## config.mk

```make
export PLATFORM = sky130hd
export DESIGN_NAME = pc_unit
export DESIGN_NICKNAME = d
export VERILOG_FILES = /design/src/rtl/riskv_pkg.sv /design/src/rtl/pc_target_calc.sv /design/src/rtl/pc_unit.sv
export SDC_FILE = /design/constraint.sdc
export NUM_CORES = 1
export LEC_CHECK = 0
export CORE_MARGIN = 3
export CORE_UTILIZATION = 35
export CTS_CLUSTER_DIAMETER = 50
export CTS_CLUSTER_SIZE = 14
export DETAILED_ROUTE_END_ITERATION = 16
export GPL_ROUTABILITY_DRIVEN = 0
export PLACE_DENSITY_LB_ADDON = 0.15
export SETUP_SLACK_MARGIN = 0.4
export SLEW_MARGIN = 15
export SYNTH_ARGS = -nofsm -noshare
export SYNTH_HDL_FRONTEND = slang
export SYNTH_SLANG_ARGS = --single-unit
```

## constraint.sdc

```tcl
create_clock -name clk -period 3.1 [get_ports clk]
set_clock_uncertainty 0.15 [all_clocks]
set_input_delay 0.465 -clock clk [delete_from_list [all_inputs] [get_ports clk]]
set_output_delay 0.465 -clock clk [all_outputs]
set_load 0.005 [all_outputs]
```

## src/rtl/riskv_pkg.sv

```systemverilog
// Shared types and default vectors for the fetch-stage program-counter unit.
package riskv_pkg;

    // Next-PC source select driven by decode/execute control.
    typedef enum logic [2:0] {
        PC_INC    = 3'd0,
        PC_BRANCH = 3'd1,
        PC_JALR   = 3'd2,
        PC_TRAP   = 3'd3,
        PC_MRET   = 3'd4
    } pc_sel_t;

    localparam logic [31:0] DEFAULT_RESET_VECTOR = 32'hBFC0_0000;
    localparam logic [31:0] DEFAULT_TRAP_VECTOR  = 32'hBFC0_0380;

endpackage

```

## src/rtl/pc_target_calc.sv

```systemverilog
// Combinational next-PC candidate generator: sequential, branch and JALR targets.
// Build option MISALIGN_TRAP_EN: when defined, redirect targets are passed through
// unmodified and misalignment is flagged; when undefined, targets are word-aligned
// by clearing bits [1:0] and the flags are constant 0.
module pc_target_calc #(
    parameter int DATA_WIDTH = 32
) (
    input  logic [DATA_WIDTH-1:0] pc,
    input  logic [DATA_WIDTH-1:0] imm,
    input  logic [DATA_WIDTH-1:0] rs1,
    output logic [DATA_WIDTH-1:0] inc_target,
    output logic [DATA_WIDTH-1:0] branch_target,
    output logic [DATA_WIDTH-1:0] jalr_target,
    output logic                  branch_misaligned,
    output logic                  jalr_misaligned
);

    logic [DATA_WIDTH-1:0] branch_raw;
    logic [DATA_WIDTH-1:0] jalr_raw;

    // All additions wrap modulo 2^DATA_WIDTH; carries out are intentionally dropped.
    assign inc_target = pc + DATA_WIDTH'(4);
    assign branch_raw = pc + imm;
    assign jalr_raw   = (rs1 + imm) & ~DATA_WIDTH'(1);

`ifdef MISALIGN_TRAP_EN
    assign branch_target     = branch_raw;
    assign jalr_target       = jalr_raw;
    assign branch_misaligned = (branch_raw[1:0] != 2'b00);
    assign jalr_misaligned   = (jalr_raw[1:0] != 2'b00);
`else
    assign branch_target     = branch_raw & ~DATA_WIDTH'(3);
    assign jalr_target       = jalr_raw & ~DATA_WIDTH'(3);
    assign branch_misaligned = 1'b0;
    assign jalr_misaligned   = 1'b0;
`endif

endmodule

```

## src/rtl/pc_unit.sv

```systemverilog
// Fetch-stage program counter: holds PC, selects the next PC, raises a one-cycle
// flush after any redirect and captures the exception PC on trap.
// Build option MISALIGN_TRAP_EN (see pc_target_calc): misaligned branch/JALR
// targets turn into a trap that also pulses 'misaligned'.
module pc_unit
    import riskv_pkg::*;
#(
    parameter int                    DATA_WIDTH   = 32,
    parameter logic [DATA_WIDTH-1:0] RESET_VECTOR = DATA_WIDTH'(DEFAULT_RESET_VECTOR),
    parameter logic [DATA_WIDTH-1:0] TRAP_VECTOR  = DATA_WIDTH'(DEFAULT_TRAP_VECTOR)
) (
    input  logic                  clk,
    input  logic                  rst,
    input  logic                  stall,
    input  pc_sel_t               PCsrc,
    input  logic [DATA_WIDTH-1:0] immOp,
    input  logic [DATA_WIDTH-1:0] rs1,
    output logic [DATA_WIDTH-1:0] PC,
    output logic [DATA_WIDTH-1:0] PCplus4,
    output logic [DATA_WIDTH-1:0] epc,
    output logic                  flush,
    output logic                  misaligned
);

    logic [DATA_WIDTH-1:0] inc_target;
    logic [DATA_WIDTH-1:0] branch_target;
    logic [DATA_WIDTH-1:0] jalr_target;
    logic                  branch_misaligned;
    logic                  jalr_misaligned;

    logic [DATA_WIDTH-1:0] pc_next;
    logic [DATA_WIDTH-1:0] epc_next;
    logic                  flush_next;
    logic                  misaligned_next;

    pc_target_calc #(
        .DATA_WIDTH(DATA_WIDTH)
    ) u_target_calc (
        .pc               (PC),
        .imm              (immOp),
        .rs1              (rs1),
        .inc_target       (inc_target),
        .branch_target    (branch_target),
        .jalr_target      (jalr_target),
        .branch_misaligned(branch_misaligned),
        .jalr_misaligned  (jalr_misaligned)
    );

    assign PCplus4 = inc_target;

    // Next-state select: redirects take priority over stall; unknown encodings act as PC_INC.
    always_comb begin
        // NOTE: every output of this block gets a default first so no path leaves one unassigned (no latch).
        pc_next         = PC;
        epc_next        = epc;
        flush_next      = 1'b0;
        misaligned_next = 1'b0;
        unique case (PCsrc)
            PC_TRAP: begin
                pc_next    = TRAP_VECTOR;
                epc_next   = PC;
                flush_next = 1'b1;
            end
            PC_MRET: begin
                pc_next    = epc;
                flush_next = 1'b1;
            end
            PC_BRANCH: begin
                flush_next = 1'b1;
                if (branch_misaligned) begin
                    pc_next         = TRAP_VECTOR;
                    epc_next        = PC;
                    misaligned_next = 1'b1;
                end else begin
                    pc_next = branch_target;
                end
            end
            PC_JALR: begin
                flush_next = 1'b1;
                if (jalr_misaligned) begin
                    pc_next         = TRAP_VECTOR;
                    epc_next        = PC;
                    misaligned_next = 1'b1;
                end else begin
                    pc_next = jalr_target;
                end
            end
            default: begin
                if (!stall) begin
                    pc_next = inc_target;
                end
            end
        endcase
    end

    // PC, EPC and status registers; reset acts asynchronously.
    always_ff @(posedge clk or posedge rst) begin
        if (rst) begin
            PC         <= RESET_VECTOR;
            epc        <= '0;
            flush      <= 1'b0;
            misaligned <= 1'b0;
        end else begin
            // NOTE: state registers use non-blocking assignments so every flop samples pre-edge values.
            PC         <= pc_next;
            epc        <= epc_next;
            flush      <= flush_next;
            misaligned <= misaligned_next;
        end
    end

endmodule

```

==> results.txt <==
----------------------------------------------------
[STA]
  Number of hold violations in the final report ... 0
  Setup repair after global routing missed its margin ... yes
  Post-layout minimum cycle time ... 3.21 ns
  Smallest hold slack ... 0.365 ns
  Worst path setup slack after routing ... -0.113 ns
  Final number of max-transition violations ... 0
  Period utilization ... 1.04
  Maximum frequency from static timing analysis ... 311 MHz
  Final Setup Violations ... 16

[Setup path]
  Critical path data arrival time ... between 3 and 4 ns
  Category of the worst setup path capture point ... flop
  Startpoint type of the worst setup path ... input pin
  Critical Path Fanout Max ... 5
  Category of the most critical setup path ... input pin to flop
  Worst Path Required ... 3.22 ns

[Global routing]
  Via count of the first global-routing pass ... 7439
  GRT Util Overall ... 0.269
  Maximum number of pins on one net before global-route repair ... 66
  Antenna violations before repair ... 0
  GRT Residual Overflow ... 0
  First-pass GRT wire length ... 41.5 mm

[Finish]
  Most used cells in the layout excluding fill and tap cells ... 172 x sky130_fd_sc_hd__buf_4, 136 x sky130_fd_sc_hd__clkdlybuf4s50_1, 69 x sky130_fd_sc_hd__nand2_1
  Number of inserted diodes ... 0
  Layout Nets ... between 1k and 1.5k
  Commonest non-fill, non-tap cell in the layout ... sky130_fd_sc_hd__buf_4
  Area Growth Syn to Fin ... 81.1%
  Layout cells sized above 1 ... 0.449
  Layout Cell Area excl Fill ... 0.0111 sq mm
  Share of the core filled with cells ... 0.659

[Clock network]
  Clock tree root driver cell ... sky130_fd_sc_hd__clkbuf_16
  Sinks on the clock net ... 65
  # hold bufs at CTS ... 0
  Deepest clock path buffer count ... 2
  TritonCTS clock tree ... done
  Clock insertion delay at the later pin of the skew report ... 0.35 ns
  Clock-pin slew on the worst setup and hold paths ... 0.06 ns
  Maximum level of the CTS H-tree ... 3
  Total CTS buffers ... 9

[Drt]
  Total via count after detailed routing ... 7463
  Via density ... ~5.7
  Residual DRC count ... 0
  Number of nets with antenna violations after routing ... 0
  Router iterations before antenna repair ... 5
  Total detailed-routing wirelength ... 27.7 mm
  Routed wire length per instance ... 21.1 um
  Starting DRT DRC Count ... around 600

[Synthesis]
  Post-synthesis cell count ... 733
  Sequential-to-total area share from yosys stat ... 0.267
  Post-synthesis cell area ... between 0.006 and 0.007 sq mm
  EDFF count, synth ... 0
  Number of nets produced by synthesis ... 840
  Number of storage elements in the synthesis netlist ... 65
  Average footprint of a synthesized cell ... 8.37 sq um
  Post-synthesis async set-or-reset flop share ... 1.00
  Main synth FF type ... sky130_fd_sc_hd__dfrtp_1
  Synthesis warning total ... 0
  Unique cell type count in the Yosys netlist ... around 70

[Placement]
  Count of input and output buffers ... 166
  Sum of net half-perimeters after detailed placement ... 18.8 mm
  Placement Cell Area ... 0.00928 sq mm
  Worst setup slack before clock tree synthesis ... -0.878 ns

[Floorplan]
  Area of the placeable core ... 0.0169 sq mm
  Chip Height ... between 100 and 150 um
  I/O Pins ... about 170
  Die area ... 0.0192 sq mm
  Starting Density ... 0.364
  DIE WIDTH ... 138 um
  Placement row count ... 47

[Power and ir drop]
  Leak pwr ... 4.82 nW
  PnR Total Power ... 0.00869 W
  Worst-case vdd ir drop ... 0.000406 V
  Total power density per cell area ... 782 mW/mm^2

[Status]
  Outcome ... complete, but fails checks
  Violated checks ... setup timing

[Hold path]
  Hold WC Path Type ... input pin to asynchronous set/reset pin

[Job]
  Number of max-cap violations ... 0

----------------------------------------------------
## path summary, 6_finish.rpt
check / from / end / slack [ns] / depth (start not counted)
min reg2reg: epc[13]$_DFFE_PP0P_ / PC[13]$_DFFE_PP0P_ / 0.37 / 2
max reg2reg: PC[3]$_DFFE_PP0P_ / PC[8]$_DFFE_PP0P_ / -0.04 / 15
max: PCsrc[0] / PC[28]$_DFFE_PP1P_ / -0.11 / 15
min: rst / PC[30]$_DFFE_PP0P_ / 0.36 / 3
max in group asynchronous: rst / PC[23]$_DFFE_PP1P_ / 2.07 / 3
min in group clk: epc[13]$_DFFE_PP0P_ / PC[13]$_DFFE_PP0P_ / 0.37 / 2
## sequential cells by signal (all words and copies together) (netlist names)
| register | flops |
|---|---|
| flush | 1 |
| epc | 32 |
| PC | 32 |
## cell usage after synthesis (9+ instances only)
cell                       instances  area share
sky130_fd_sc_hd__a211oi_1          9       0.011
sky130_fd_sc_hd__a21o_1           13       0.016
sky130_fd_sc_hd__a21oi_1          55       0.045
sky130_fd_sc_hd__a22oi_1           9       0.011
sky130_fd_sc_hd__clkbuf_1         41       0.025
sky130_fd_sc_hd__dfrtp_1          56        0.23
sky130_fd_sc_hd__dfstp_2           9       0.039
sky130_fd_sc_hd__ha_1             37       0.075
sky130_fd_sc_hd__inv_1            14      0.0086
sky130_fd_sc_hd__mux2_2           54       0.099
sky130_fd_sc_hd__nand2_1          78       0.048
sky130_fd_sc_hd__nand3_1          22       0.018
sky130_fd_sc_hd__nand4_1          18       0.018
sky130_fd_sc_hd__nor2_1           50       0.031
sky130_fd_sc_hd__nor3_1           19       0.015
sky130_fd_sc_hd__o21ai_0          47       0.038
sky130_fd_sc_hd__o221ai_1          9       0.013
sky130_fd_sc_hd__xnor2_1          45       0.064
sky130_fd_sc_hd__xor2_1           30       0.043
## routing by layer
metal | share of wire | vias to the layer above | track usage | wire length (um)
li1 | - | 3354 | - | -
met4 | 0.041 | 0 | 0.107 | 1140
met1 | 0.42 | 3673 | 0.353 | 11700
met5 | 0 | - | 0 | 0
met2 | 0.48 | 346 | 0.447 | 13300
met3 | 0.054 | 90 | 0.0383 | 1510
## power breakdown
group	total, W	internal [W]	leakage (nW)	switching [W]
clock network	0.00124	0.000786	0.162	0.000450
registers	0.00153	0.00121	0.791	0.000326
logic	0.00592	0.00322	3.87	0.00271
## layout make-up
cell class	count	area, sq um
clock inverters	7	119
multi-input cells	596	5200
well taps	220	275
flip-flops and latches	65	1640
inverters	16	60.1
fillers	1278	5760
repair buffers	398	3600
clock buffers	9	225
## cells by family (layout without fill, tap and decap cells)
group                    Yosys count  after routing  share of synthesized area
AND/OR/NAND/NOR                  233            233                      0.187
AO/OA/AOI/OAI                    188            188                      0.199
XOR/XNOR                          75             75                      0.107
buffers and inverters             72            430                     0.0516
flip-flops                        65             65                      0.267
multiplexers                      62             62                      0.113
adder cells (fa/ha/maj)           37             37                     0.0754
other                              1              1                   0.000611
## per-stage QoR
stage / std cells / TNS, ns
3_3_place_gp: 1217 / -16.64
5_1_grt: 1311 / -2.79
6_report: 1311 / -0.812
4_1_cts: 1285 / -0.512
3_5_place_dp: 1217 / -18.83
2_1_floorplan: 733 / -1.75
## what timing repair did
| action | CTS | global route |
|---|---|---|
| pin swaps | 63 | 66 |
| gates resized for setup | 215 | 104 |
| buffers inserted | 49 | 26 |
| cloned | 3 | 0 |
| setup endpoints to repair | 53 | 52 |
| hold endpoints to repair | 0 | 0 |
## critical path, cell delays in order
cell                      delay [ns]
sky130_fd_sc_hd__buf_6          0.10
sky130_fd_sc_hd__nor3b_4        0.23
sky130_fd_sc_hd__buf_6          0.14
sky130_fd_sc_hd__buf_12         0.13
sky130_fd_sc_hd__mux2_4         0.32
sky130_fd_sc_hd__ha_4           0.29
sky130_fd_sc_hd__nand3_4        0.09
sky130_fd_sc_hd__mux2_4         0.32
sky130_fd_sc_hd__a21oi_4        0.17
sky130_fd_sc_hd__a21oi_2        0.10
sky130_fd_sc_hd__o31a_1         0.34
sky130_fd_sc_hd__buf_4          0.17
sky130_fd_sc_hd__o41ai_4        0.21
sky130_fd_sc_hd__xnor2_1        0.16
sky130_fd_sc_hd__a21oi_1        0.08
No activity file was read; power rests on OpenSTA's default activity.
